## src/rtl/pds_target.sv

```systemverilog
// pds_target -- 68000-style PDS bus responder serving a 4-word control/ID
// register window. Master cycles that hit the window are answered with nDTACK
// after WAIT_STATES extra C16M cycles. Writes honour the nUDS/nLDS byte lanes.
//
// Ports:
//   C16M      in   sole clock, all logic on posedge
//   RES       in   asynchronous active-high reset
//   nAS       in   bus address strobe (async to C16M)
//   nUDS      in   upper data strobe, D[15:8] (async)
//   nLDS      in   lower data strobe, D[7:0] (async)
//   RnW       in   1 = read, 0 = write (valid while nAS low)
//   A[23:1]   in   bus word address
//   Din       in   bus write data
//   Dout      out  read data to the bus drivers
//   nDoutOE   out  active-low enable for the Dout drivers
//   nDTACK    out  data acknowledge level
//   DTACK_OE  out  enable for the nDTACK tri-state driver
//
// Registers: 0..2 are read/write, 3 reads ID and ignores writes.

module pds_target #(
    parameter logic [23:0] BASE        = 24'hF00000,
    parameter int unsigned WAIT_STATES = 2,
    parameter logic [15:0] ID          = 16'h5E30
) (
    input  logic        C16M,
    input  logic        RES,
    input  logic        nAS,
    input  logic        nUDS,
    input  logic        nLDS,
    input  logic        RnW,
    input  logic [23:1] A,
    input  logic [15:0] Din,
    output logic [15:0] Dout,
    output logic        nDoutOE,
    output logic        nDTACK,
    output logic        DTACK_OE
);

    localparam logic [3:0] WAIT_CNT = 4'(WAIT_STATES);

    typedef enum logic [2:0] {
        ST_IDLE,
        ST_MISS,
        ST_WAIT,
        ST_ACK,
        ST_RELEASE
    } state_t;

    // ------------------------------------------------------------------
    // Strobe synchronisers (raw active-low levels; reset = deasserted)
    // ------------------------------------------------------------------
    logic nas_meta_q,  nas_sync_q;
    logic nuds_meta_q, nuds_sync_q;
    logic nlds_meta_q, nlds_sync_q;

    always_ff @(posedge C16M or posedge RES) begin
        if (RES) begin
            nas_meta_q  <= 1'b1;
            nas_sync_q  <= 1'b1;
            nuds_meta_q <= 1'b1;
            nuds_sync_q <= 1'b1;
            nlds_meta_q <= 1'b1;
            nlds_sync_q <= 1'b1;
        end else begin
            nas_meta_q  <= nAS;
            nas_sync_q  <= nas_meta_q;
            nuds_meta_q <= nUDS;
            nuds_sync_q <= nuds_meta_q;
            nlds_meta_q <= nLDS;
            nlds_sync_q <= nlds_meta_q;
        end
    end

    logic as_s, uds_s, lds_s;
    assign as_s  = ~nas_sync_q;
    assign uds_s = ~nuds_sync_q;
    assign lds_s = ~nlds_sync_q;

    // A, RnW and Din are used unsynchronised: the master holds them stable
    // for as long as the synchronised address strobe is active.
    logic       hit;
    logic [1:0] idx;
    assign hit = (A[23:3] == BASE[23:3]);
    assign idx = A[2:1];

    // ------------------------------------------------------------------
    // State, counter, registered outputs and register bank
    // ------------------------------------------------------------------
    state_t      state_q,    state_d;
    logic [3:0]  cnt_q,      cnt_d;
    logic        ndtack_q,   ndtack_d;
    logic        dtack_oe_q, dtack_oe_d;
    logic        ndoe_q,     ndoe_d;
    logic [15:0] dout_q,     dout_d;
    logic [15:0] regs_q [0:2];
    logic [15:0] regs_d [0:2];

    always_ff @(posedge C16M or posedge RES) begin
        if (RES) begin
            state_q    <= ST_IDLE;
            cnt_q      <= '0;
            ndtack_q   <= 1'b1;
            dtack_oe_q <= 1'b0;
            ndoe_q     <= 1'b1;
            dout_q     <= '0;
            for (int unsigned i = 0; i < 3; i++) begin
                regs_q[i] <= '0;
            end
        end else begin
            state_q    <= state_d;
            cnt_q      <= cnt_d;
            ndtack_q   <= ndtack_d;
            dtack_oe_q <= dtack_oe_d;
            ndoe_q     <= ndoe_d;
            dout_q     <= dout_d;
            for (int unsigned i = 0; i < 3; i++) begin
                regs_q[i] <= regs_d[i];
            end
        end
    end

    // Read mux for the current index
    logic [15:0] rd_data;

    always_comb begin
        rd_data = ID;
        for (int unsigned i = 0; i < 3; i++) begin
            if (idx == 2'(i)) begin
                rd_data = regs_q[i];
            end
        end
    end

    // ------------------------------------------------------------------
    // Next-state / output logic
    // ------------------------------------------------------------------
    always_comb begin
        state_d    = state_q;
        cnt_d      = cnt_q;
        ndtack_d   = ndtack_q;
        dtack_oe_d = dtack_oe_q;
        ndoe_d     = ndoe_q;
        dout_d     = dout_q;
        for (int unsigned i = 0; i < 3; i++) begin
            regs_d[i] = regs_q[i];
        end

        unique case (state_q)
            ST_IDLE: begin
                if (as_s) begin
                    if (hit) begin
                        state_d = ST_WAIT;
                        cnt_d   = WAIT_CNT;
                    end else begin
                        state_d = ST_MISS;
                    end
                end
            end

            ST_MISS: begin
                if (!as_s) begin
                    state_d = ST_IDLE;
                end
            end

            ST_WAIT: begin
                if (!as_s) begin
                    // Master gave up: nothing is written and nothing acked.
                    state_d = ST_IDLE;
                end else if (cnt_q != '0) begin
                    cnt_d = cnt_q - 4'd1;
                end else if (uds_s || lds_s) begin
                    // Read data and write commit both happen on this single
                    // edge, so a reset can never leave a half-written word.
                    state_d    = ST_ACK;
                    ndtack_d   = 1'b0;
                    dtack_oe_d = 1'b1;
                    if (RnW) begin
                        dout_d = rd_data;
                        ndoe_d = 1'b0;
                    end else begin
                        for (int unsigned i = 0; i < 3; i++) begin
                            if (idx == 2'(i)) begin
                                if (uds_s) regs_d[i][15:8] = Din[15:8];
                                if (lds_s) regs_d[i][7:0]  = Din[7:0];
                            end
                        end
                    end
                end
                // cnt==0 without a strobe: hold until the data strobes arrive.
            end

            ST_ACK: begin
                if (!as_s) begin
                    state_d  = ST_RELEASE;
                    ndtack_d = 1'b1;
                    ndoe_d   = 1'b1;
                end
            end

            ST_RELEASE: begin
                // nDTACK has been driven high for one cycle; now tri-state it.
                dtack_oe_d = 1'b0;
                state_d    = ST_IDLE;
            end

            default: begin
                state_d = ST_IDLE;
            end
        endcase
    end

    assign Dout     = dout_q;
    assign nDoutOE  = ndoe_q;
    assign nDTACK   = ndtack_q;
    assign DTACK_OE = dtack_oe_q;

endmodule

```

## config.mk

```make
export PLATFORM = sky130hd
export DESIGN_NAME = pds_target
export DESIGN_NICKNAME = d
export VERILOG_FILES = /design/src/rtl/pds_target.sv
export SDC_FILE = /design/constraint.sdc
export NUM_CORES = 1
export LEC_CHECK = 0
export BUFFER_PORTS_ARGS = -buffer_cell sky130_fd_sc_hd__buf_4
export CELL_PAD_IN_SITES_DETAIL_PLACEMENT = 0
export CELL_PAD_IN_SITES_GLOBAL_PLACEMENT = 1
export CORE_ASPECT_RATIO = 0.75
export CORE_UTILIZATION = 40
export DETAILED_ROUTE_END_ITERATION = 7
export PLACE_DENSITY_LB_ADDON = 0.1
export SLEW_MARGIN = 10
export SYNTH_ARGS = -nofsm -noshare
export SYNTH_HDL_FRONTEND = slang
export SYNTH_SLANG_ARGS = --single-unit
```

## constraint.sdc

```tcl
create_clock -name C16M -period 6.8 [get_ports C16M]
set_clock_uncertainty 0.15 [all_clocks]
set_input_delay 1.02 -clock C16M [delete_from_list [all_inputs] [get_ports C16M]]
set_output_delay 1.02 -clock C16M [all_outputs]
set_load 0.005 [all_outputs]
```

==> results of run 1 <==
==> final timing paths <==
kind	endpoint	from	slack, ns
worst max-delay path	regs_q[11]	A[2]	4.08
worst min-delay path	nas_sync_q	nas_meta_q	0.20
worst max register to register	Dout[12]	cnt_q[1]	4.29
worst min register to register	nas_sync_q	nas_meta_q	0.20
max in group asynchronous	Dout[1]	RES	4.99
min in group asynchronous	regs_q[32]	RES	0.84
==> layout make-up <==
type / instances / area, um2
tap: 108 / 135
multi-input combinational: 190 / 1490
inverter: 6 / 23.8
clock buffer: 12 / 256
timing repair buffer: 64 / 480
sequential: 80 / 2010
clock inverter: 4 / 76.3
fill: 762 / 4090
==> stage by stage <==
step,total power (uW),utilization
after floorplan,515,-
after global placement,545,0.484
after detailed placement,545,0.484
after CTS,1080,0.523
after global routing,1110,0.523
final,1060,0.523
==> registers in the layout, indices dropped and copies added, names as in the netlist, 3 cells and up <==
name     flops
regs_q      48
state_q      3
cnt_q        4
Dout        16
==> per-layer routing <==
metal | GRT usage | vias to the layer above | routed length, um | part of all wire
met1 | 0.251 | 1151 | 3900 | 0.53
met5 | 0 | - | 0 | 0
li1 | - | 1152 | - | -
met3 | 0.0697 | 4 | 292 | 0.040
met4 | 0.0479 | 0 | 59 | 0.0080
met2 | 0.243 | 38 | 3100 | 0.42
==> logic make-up after synthesis <==
kind of cell,synth area share
AO/OA/AOI/OAI,0.0806
buffers and inverters,0.0223
AND/OR/NAND/NOR,0.123
multiplexers,0.206
adder cells (fa/ha/maj),0.00698
flip-flops,0.561
==> cell usage after synthesis, types with 2 or more instances <==
| master | count |
|---|---|
| dfrtp_1 | 72 |
| mux2_2 | 51 |
| nand2_1 | 24 |
| o21ai_0 | 23 |
| nor2_1 | 18 |
| a21oi_1 | 12 |
| mux2i_1 | 9 |
| dfstp_2 | 8 |
| o22ai_1 | 8 |
| clkbuf_1 | 6 |
| inv_1 | 6 |
| nand3_4 | 6 |
| nor3_1 | 6 |
| mux2_4 | 5 |
| a21boi_0 | 3 |
| buf_2 | 3 |
| nand3_1 | 3 |
| nor4_1 | 3 |
| ha_1 | 2 |
| nand4_1 | 2 |
| nor2b_1 | 2 |
| o21a_1 | 2 |
==> placed cells by master (no fill, tap or decap), drive strengths merged, types with 2 or more instances in the layout <==
cell type  instances
dfrtp             72
buf               64
mux2              56
nand2             24
o21ai             23
nor2              18
a21oi             12
clkbuf            12
mux2i              9
nand3              9
o22ai              8
dfstp              8
nor3               6
inv                5
a21boi             3
nor4               3
nor2b              2
nand4              2
o21a               2
ha                 2
bufinv             2
nor4b              2
clkinv             2
==> where the power goes <==
group          leakage [uW]  internal, uW  switching [uW]
registers           0.00107           481            3.16
clock network      0.000159           342             185
logic              0.000964          22.7            28.6
total               0.00219           846             217
==> flow_metrics.env, run 1 <==
export IMPL_cap_violations=0
export IMPL_fin_nets=398
export IMPL_clock_path_buffers=2
export IMPL_clkTransAtPathRegs_ns=0.06
export IMPL_dp_hpwl_mm=4.92
export IMPL_dr_pass1_iters=6
export IMPL_ys_ff_latch=80
export IMPL_start_util=0.419
export IMPL_worstPathMaxFanout=20
export IMPL_placedCellCount=448
export IMPL_vias_per_cell=5.05
export IMPL_powerDensity_nw_per_um2=237
export IMPL_peakVddDrop_v=0.000132
export IMPL_clock_sinks=80
export IMPL_synth_cells=286
export IMPL_hold_ws_ns=0.205
export IMPL_yosys_most_used_dff="dfrtp_1"
export IMPL_leakage_uw=0.00219
export IMPL_critical_path_slowest_cell="nor2b_1"
export IMPL_fin_crit_ns=2.72
export IMPL_synth_area_leaders="dfrtp_1, mux2_2, dfstp_2"
export IMPL_synth_area_um2=3580
export IMPL_hold_viol_final=0
export IMPL_gp_congestion=0.745
export IMPL_slew_viol_final=0
export IMPL_grt_pass1_vias=2394
export IMPL_path_cells="buf_4 > nor2b_1 > nand3_4 > mux2_2"
export IMPL_coreArea_um2=8560
export IMPL_hold_path_class="reg2reg"
export IMPL_grt_pass1_wl_mm=12.5
export IMPL_ios=64
export IMPL_die_area_um2=9350
export IMPL_wl_per_cell_um=15.8
export IMPL_ant_nets=0
export IMPL_post_cts_setup_buffers=0
export IMPL_vias=2345
export IMPL_worst_pin_slew_ns=1.12
export IMPL_clock_latency_ns=0.34
export IMPL_yosysTopAreaCell="dfrtp_1"
export IMPL_required_ns=6.87
export IMPL_drive_gt1_frac=0.433
export IMPL_min_period_over_period=0.400
export IMPL_grt_remaining_overflow=0
export IMPL_startpoint_type="input pin"
export IMPL_ys_types=34
export IMPL_yosysSeqAreaShare=0.561
export IMPL_worst_path_stages=4
export IMPL_synth_edff_count=0
export IMPL_grt_max_degree=81
export IMPL_endpoint_kind="register"
export IMPL_layout_cells_non_filler=464
export IMPL_status="finished with violations"
export IMPL_drt_iter0_markers=99
export IMPL_ys_async_sr_fraction=1.00
export IMPL_cp_top_family="simple AND/OR/NAND/NOR gates"
export IMPL_cts_tree="done"
export IMPL_violations="DRC"
export IMPL_place_ws_ns=3.73
export IMPL_routed_wl_mm=7.35
export IMPL_postCtsHoldBufs=0
export IMPL_root_buffer="clkbuf_16"
export IMPL_critPathKind="in2reg"
export IMPL_ctsResizeCount=0
export IMPL_fin_ws_ns=4.08
export IMPL_setup_viol=0
export IMPL_hold_depth=0
export IMPL_slowest_delay_ns=0.91
export IMPL_rows=29
export IMPL_fmax_ghz=0.368
export IMPL_cts_inserted_buffers=9
export IMPL_grt_use_total=0.175
export IMPL_rsz0062_at_grt="no"
export IMPL_die_y_um=84.0
export IMPL_arrival_ns=2.79
export IMPL_fp_dieW_um=111
export IMPL_slew_headroom=0.251
export IMPL_area_growth_pct=24.9
export IMPL_critical_path_buf_inv_count=1
export IMPL_setup_tns_ns=0
export IMPL_htreeDepth=3
export IMPL_final_area_um2=4480
export IMPL_yosys_warnings=0
export IMPL_syn_area_per_cell_um2=12.5
export IMPL_syn_num_nets=333
export IMPL_yosysTopAreaCellShare=0.503
export IMPL_place_area_um2=4140
export IMPL_r2r_cells=6
export IMPL_drc=6
export IMPL_antenna_found_initial=0
export IMPL_antenna_cells=0
export IMPL_io_buffers=63
Note: power is estimated with default switching activity, not from simulation.
==> run 2, diff against run 1 <==
==> constraint.sdc (replaced) <==
create_clock -name C16M -period 2.4 [get_ports C16M]
set_clock_uncertainty 0.15 [all_clocks]
set_input_delay 0.36 -clock C16M [delete_from_list [all_inputs] [get_ports C16M]]
set_output_delay 0.36 -clock C16M [all_outputs]
set_load 0.005 [all_outputs]
==> run 2 against run 1 <==
  * The flow still finishes with violations (DRC)
  * Register-to-register slack worse by 4.0 ns
  * Critical endpoint is now regs_q[46]
  * Clock power rose to 3.0 times the previous value
  * Global-route usage increased by 0.38 points
  * Critical path depth is 2 higher
  * Combinational power increased to 3.1 times the previous value
  * Power grew to 2.9 times the previous value
  * Largest cell class unchanged
  * Sequential cell count is the same
==> flow_metrics.env, run 2 (synthesis results as in run 1) <==
export IMPL_status="finished with violations"
export IMPL_violations="DRC"
export IMPL_final_cell_mix="dfrtp_1, buf_4, mux2_2"
export IMPL_fin_nets=407
export IMPL_setup_viol=0
export IMPL_grt_use_total=0.179
export IMPL_seq_area_um2=2010
export IMPL_leakage_uw=0.00225
export IMPL_peakVddDrop_v=0.000344
export IMPL_r2r_slack_ns=0.32
export IMPL_slew_viol_final=0
export IMPL_rsz0062_at_grt="no"
export IMPL_cap_violations=0
export IMPL_powerDensity_nw_per_um2=683
export IMPL_path_cells="inv_1 > ha_1 > nor4b_4 > and2_4 > nand3_4 > mux2_4"
export IMPL_worst_pin_slew_ns=0.539
export IMPL_drt_iter0_markers=149
export IMPL_clock_sinks=80
export IMPL_hold_depth=2
export IMPL_required_ns=2.47
export IMPL_multi_input_area_um2=1490
export IMPL_vias_per_cell=5.03
export IMPL_top_register="regs_q"
export IMPL_grt_pass1_wl_mm=12.8
export IMPL_clock_latency_ns=0.33
export IMPL_grt_remaining_overflow=0
export IMPL_hold_viol_final=0
export IMPL_reg2reg_from="cnt_q[1]"
export IMPL_drive_gt1_frac=0.438
export IMPL_regToRegEndpoint="regs_q[46]"
export IMPL_power_uw=3130
export IMPL_cts_inserted_buffers=9
export IMPL_arrival_ns=2.15
export IMPL_io_buffers=63
export IMPL_worstPathMaxFanout=8
export IMPL_htreeDepth=3
export IMPL_min_period_over_period=0.868
export IMPL_dr_pass1_iters=6
export IMPL_routed_wl_mm=7.44
export IMPL_area_growth_pct=28.1
export IMPL_endpoint_kind="register"
export IMPL_clkTransAtPathRegs_ns=0.06
export IMPL_min_to="regs_q[6]"
export IMPL_drc=6
export IMPL_fmax_ghz=0.480
export IMPL_startpoint_type="register"
export IMPL_slowest_delay_ns=0.39
export IMPL_setup_tns_ns=0
export IMPL_vias=2379
export IMPL_r2r_cells=6
export IMPL_die_area_um2=9350
export IMPL_post_cts_setup_buffers=0
export IMPL_fillers=768
export IMPL_ios=64
export IMPL_fp_dieW_um=111
export IMPL_critPathKind="reg2reg"
export IMPL_place_area_um2=4200
export IMPL_wl_per_cell_um=15.7
export IMPL_layout_commonest_cell="dfrtp_1"
export IMPL_start_util=0.419
export IMPL_die_y_um=84.0
export IMPL_fin_crit_ns=2.08
export IMPL_grt_pass1_vias=2470
export IMPL_cts_tree="done"
export IMPL_dp_hpwl_mm=5.17
export IMPL_coreArea_um2=8560
export IMPL_gp_congestion=0.741
export IMPL_grt_max_degree=55
export IMPL_slew_headroom=0.639
export IMPL_hold_path_class="in2reg"
export IMPL_antenna_cells=0
export IMPL_final_area_um2=4590
export IMPL_ant_nets=0
export IMPL_clock_path_buffers=2
export IMPL_rows=29
export IMPL_antenna_found_initial=0
export IMPL_root_buffer="clkbuf_16"
export IMPL_critical_path_slowest_cell="dfrtp_1"
export IMPL_largest_reg_flops=48
export IMPL_min_from="Din[6]"
[run 2: report_power, final]
part           total (uW)  internal [uW]  switching, uW
clock                1610           1070            534
combinational         158           74.1           83.8
sequential           1370           1360           9.39
total                3130           2510            628
[run 2: final cells by class]
type / instances / area share
clock buffer: 11 / 0.0550
tap: 108 / 0.0294
clock inverter: 5 / 0.0223
sequential: 80 / 0.438
timing repair buffer: 73 / 0.124
inverter: 6 / 0.00572
multi-input combinational: 190 / 0.325
[run 2: worst max path at each step]
stage	startpoint	to	slack (ns)	cells past startpoint
after floorplan	cnt_q[0]	regs_q[24]	0.51	7
after global placement	cnt_q[1]	regs_q[46]	0.38	6
after detailed placement	cnt_q[1]	regs_q[24]	0.34	6
after CTS	cnt_q[1]	regs_q[24]	0.32	6
after global routing	cnt_q[1]	regs_q[24]	0.20	6
final	cnt_q[1]	regs_q[46]	0.32	6
[run 2: worst max-delay path: cells and delay by family (launching register included)]
| kind | cells | cell delay (ns) |
|---|---|---|
| buffers and inverters | 1 | 0.13 |
| flip-flops | 1 | 0.39 |
| AND/OR/NAND/NOR | 3 | 0.74 |
| adder cells (fa/ha/maj) | 1 | 0.21 |
| multiplexers | 1 | 0.35 |
[run 2: through the flow]
step / setup WS, ns / utilization / instances / hold slack (ns)
finish: 0.318 / 0.536 / 473 / 0.122
global route: 0.203 / 0.536 / 473 / 0.114
CTS: 0.321 / 0.536 / 473 / 0.113
detailed placement: 0.336 / 0.490 / 453 / 0.198
global placement: 0.377 / 0.490 / 453 / 0.196
floorplan: 0.511 / - / 286 / 0.195
[run 2: routing by layer]
metal	global-route usage	wire, um
met3	0.0617	291
met5	0	0
met1	0.251	3880
met2	0.260	3180
met4	0.0553	85
[run 2: repair_timing]
item                                    4_1_cts  5_1_grt
endpoints found under the setup margin        0        0
endpoints found under the hold margin        14        0
gates resized for setup                       0        0
hold buffers                                  4        0
==> run 3, diff against run 2 <==
--- a/config.mk
+++ b/config.mk
@@ -6,12 +6,9 @@
 export NUM_CORES = 1
 export LEC_CHECK = 0
 export BUFFER_PORTS_ARGS = -buffer_cell sky130_fd_sc_hd__buf_4
-export CELL_PAD_IN_SITES_DETAIL_PLACEMENT = 0
-export CELL_PAD_IN_SITES_GLOBAL_PLACEMENT = 1
 export CORE_ASPECT_RATIO = 0.75
 export CORE_UTILIZATION = 40
 export DETAILED_ROUTE_END_ITERATION = 7
-export PLACE_DENSITY_LB_ADDON = 0.1
 export SLEW_MARGIN = 10
 export SYNTH_ARGS = -nofsm -noshare
 export SYNTH_HDL_FRONTEND = slang
==> run 3 against run 2 <==
  * The run still ends with DRC left
  * Critical path depth unchanged
  * Clock power decreased by 3%
  * Count of clock-buffer cells in the layout decreased by 2
  * Via count increased by 4.7%
  * Combinational power increased by 3%
  * Worst hold slack got worse by 0.0029 ns
  * Highest routed layer unchanged
==> flow_metrics.env, run 3 (synthesis results as in run 1) <==
export IMPL_fin_nets=408
export IMPL_worst_pin_slew_ns=0.702
export IMPL_min_from="Din[3]"
export IMPL_critical_path_buf_inv_count=1
export IMPL_antenna_found_initial=0
export IMPL_htreeDepth=3
export IMPL_cts_tree="done"
export IMPL_critPathKind="reg2reg"
export IMPL_routed_wl_mm=7.69
export IMPL_cp_top_family="simple AND/OR/NAND/NOR gates"
export IMPL_status="finished with violations"
export IMPL_die_area_um2=9350
export IMPL_fin_crit_ns=2.12
export IMPL_fp_dieW_um=111
export IMPL_arrival_ns=2.19
export IMPL_slew_headroom=0.531
export IMPL_cap_violations=0
export IMPL_fmax_ghz=0.472
export IMPL_coreArea_um2=8560
export IMPL_start_util=0.419
export IMPL_hold_viol_final=0
export IMPL_startpoint_type="register"
export IMPL_required_ns=2.47
export IMPL_post_route_util=0.536
export IMPL_hold_path_class="in2reg"
export IMPL_critical_path_slowest_cell="dfrtp_1"
export IMPL_powerDensity_nw_per_um2=675
export IMPL_dr_pass1_iters=6
export IMPL_rows=29
export IMPL_drive_gt1_frac=0.438
export IMPL_leakage_uw=0.00225
export IMPL_clock_latency_ns=0.34
export IMPL_grt_pass1_wl_mm=12.8
export IMPL_worstPathMaxFanout=8
export IMPL_fillers=751
export IMPL_drt_iter0_markers=74
export IMPL_violations="DRC"
export IMPL_setup_tns_ns=0
export IMPL_grt_pass1_vias=2516
export IMPL_top_register="regs_q"
export IMPL_largest_reg_flops=48
export IMPL_slew_viol_final=0
export IMPL_die_y_um=84.0
export IMPL_drc=18
export IMPL_antenna_cells=0
export IMPL_layout_commonest_cell="dfrtp_1"
export IMPL_slowest_delay_ns=0.40
export IMPL_clock_path_buffers=2
export IMPL_clkTransAtPathRegs_ns=0.06
export IMPL_gp_congestion=0.833
export IMPL_vias=2490
export IMPL_ios=64
export IMPL_min_period_over_period=0.883
export IMPL_endpoint_kind="register"
export IMPL_grt_max_degree=33
export IMPL_final_cell_mix="dfrtp_1, buf_4, mux2_2"
export IMPL_startpoint="cnt_q[1]"
export IMPL_root_buffer="clkbuf_16"
export IMPL_rsz0062_at_grt="no"
export IMPL_dp_hpwl_mm=5.25
export IMPL_setup_viol=0
export IMPL_cts_inserted_buffers=9
export IMPL_io_buffers=63
export IMPL_grt_use_total=0.180
export IMPL_peakVddDrop_v=0.000460
export IMPL_ant_nets=0
export IMPL_vias_per_cell=5.26
export IMPL_path_cells="inv_1 > ha_1 > nor4b_4 > and2_4 > nand3_4 > mux2_4"
export IMPL_area_growth_pct=27.9
export IMPL_clock_sinks=80
export IMPL_reg2reg_from="cnt_q[1]"
export IMPL_wl_per_cell_um=16.2
export IMPL_grt_remaining_overflow=0
export IMPL_power_uw=3100
## run 3: worst paths after layout
kind                                    to  slack (ns)  depth (start not counted)
worst max-delay path            regs_q[45]        0.28                          6
worst min-delay path            regs_q[19]        0.12                          2
worst max register to register  regs_q[45]        0.28                          6
worst min register to register  nas_sync_q        0.21                          0
max in group asynchronous       regs_q[45]        0.96                          4
min in group asynchronous         Dout[14]        0.54                          3
## run 3: power by group
group	internal [uW]	switching (uW)	leakage, uW
clock	1020	546	0.000166
sequential	1360	9.34	0.00107
combinational	75.3	86.8	0.00101
total	2450	643	0.00225
## run 3: cell type report
cell class                      instances  area [um2]  share of cell area
Timing Repair Buffer                   74         578               0.126
Inverter                                6        26.3             0.00573
Clock buffer                            9         225              0.0491
Clock inverter                          6         116              0.0254
Multi-Input combinational cell        190        1490               0.326
Tap cell                              108         135              0.0295
Sequential cell                        80        2010               0.439
## run 3: stage by stage
| step | instance area (um2) | hold slack, ns | instances | setup WS (ns) |
|---|---|---|---|---|
| after floorplan | 3590 | 0.195 | 286 | 0.511 |
| after global placement | 4200 | 0.199 | 454 | 0.389 |
| after detailed placement | 4200 | 0.199 | 454 | 0.290 |
| after CTS | 4590 | 0.113 | 473 | 0.264 |
| after global routing | 4590 | 0.114 | 473 | 0.182 |
| final | 4590 | 0.119 | 473 | 0.282 |
## run 3: what timing repair did
action	CTS	global route
hold buffers	4	0
buffers inserted	0	0
resized for setup	0	0
setup endpoints to repair	0	0
hold endpoints to repair	6	0
## run 3: worst reg2reg max path, stage by stage, from the launching register on
cell	delay, ns
dfrtp_1	0.40
inv_1	0.13
ha_1	0.22
nor4b_4	0.25
and2_4	0.31
nand3_4	0.19
mux2_4	0.36
## run 3: layer usage
layer | vias to the layer above | routed length (um) | track usage
met3 | 10 | 444 | 0.0603
met4 | 0 | 116 | 0.0614
li1 | 1166 | - | -
met1 | 1247 | 3630 | 0.233
met2 | 67 | 3500 | 0.283
met5 | - | 0 | 0
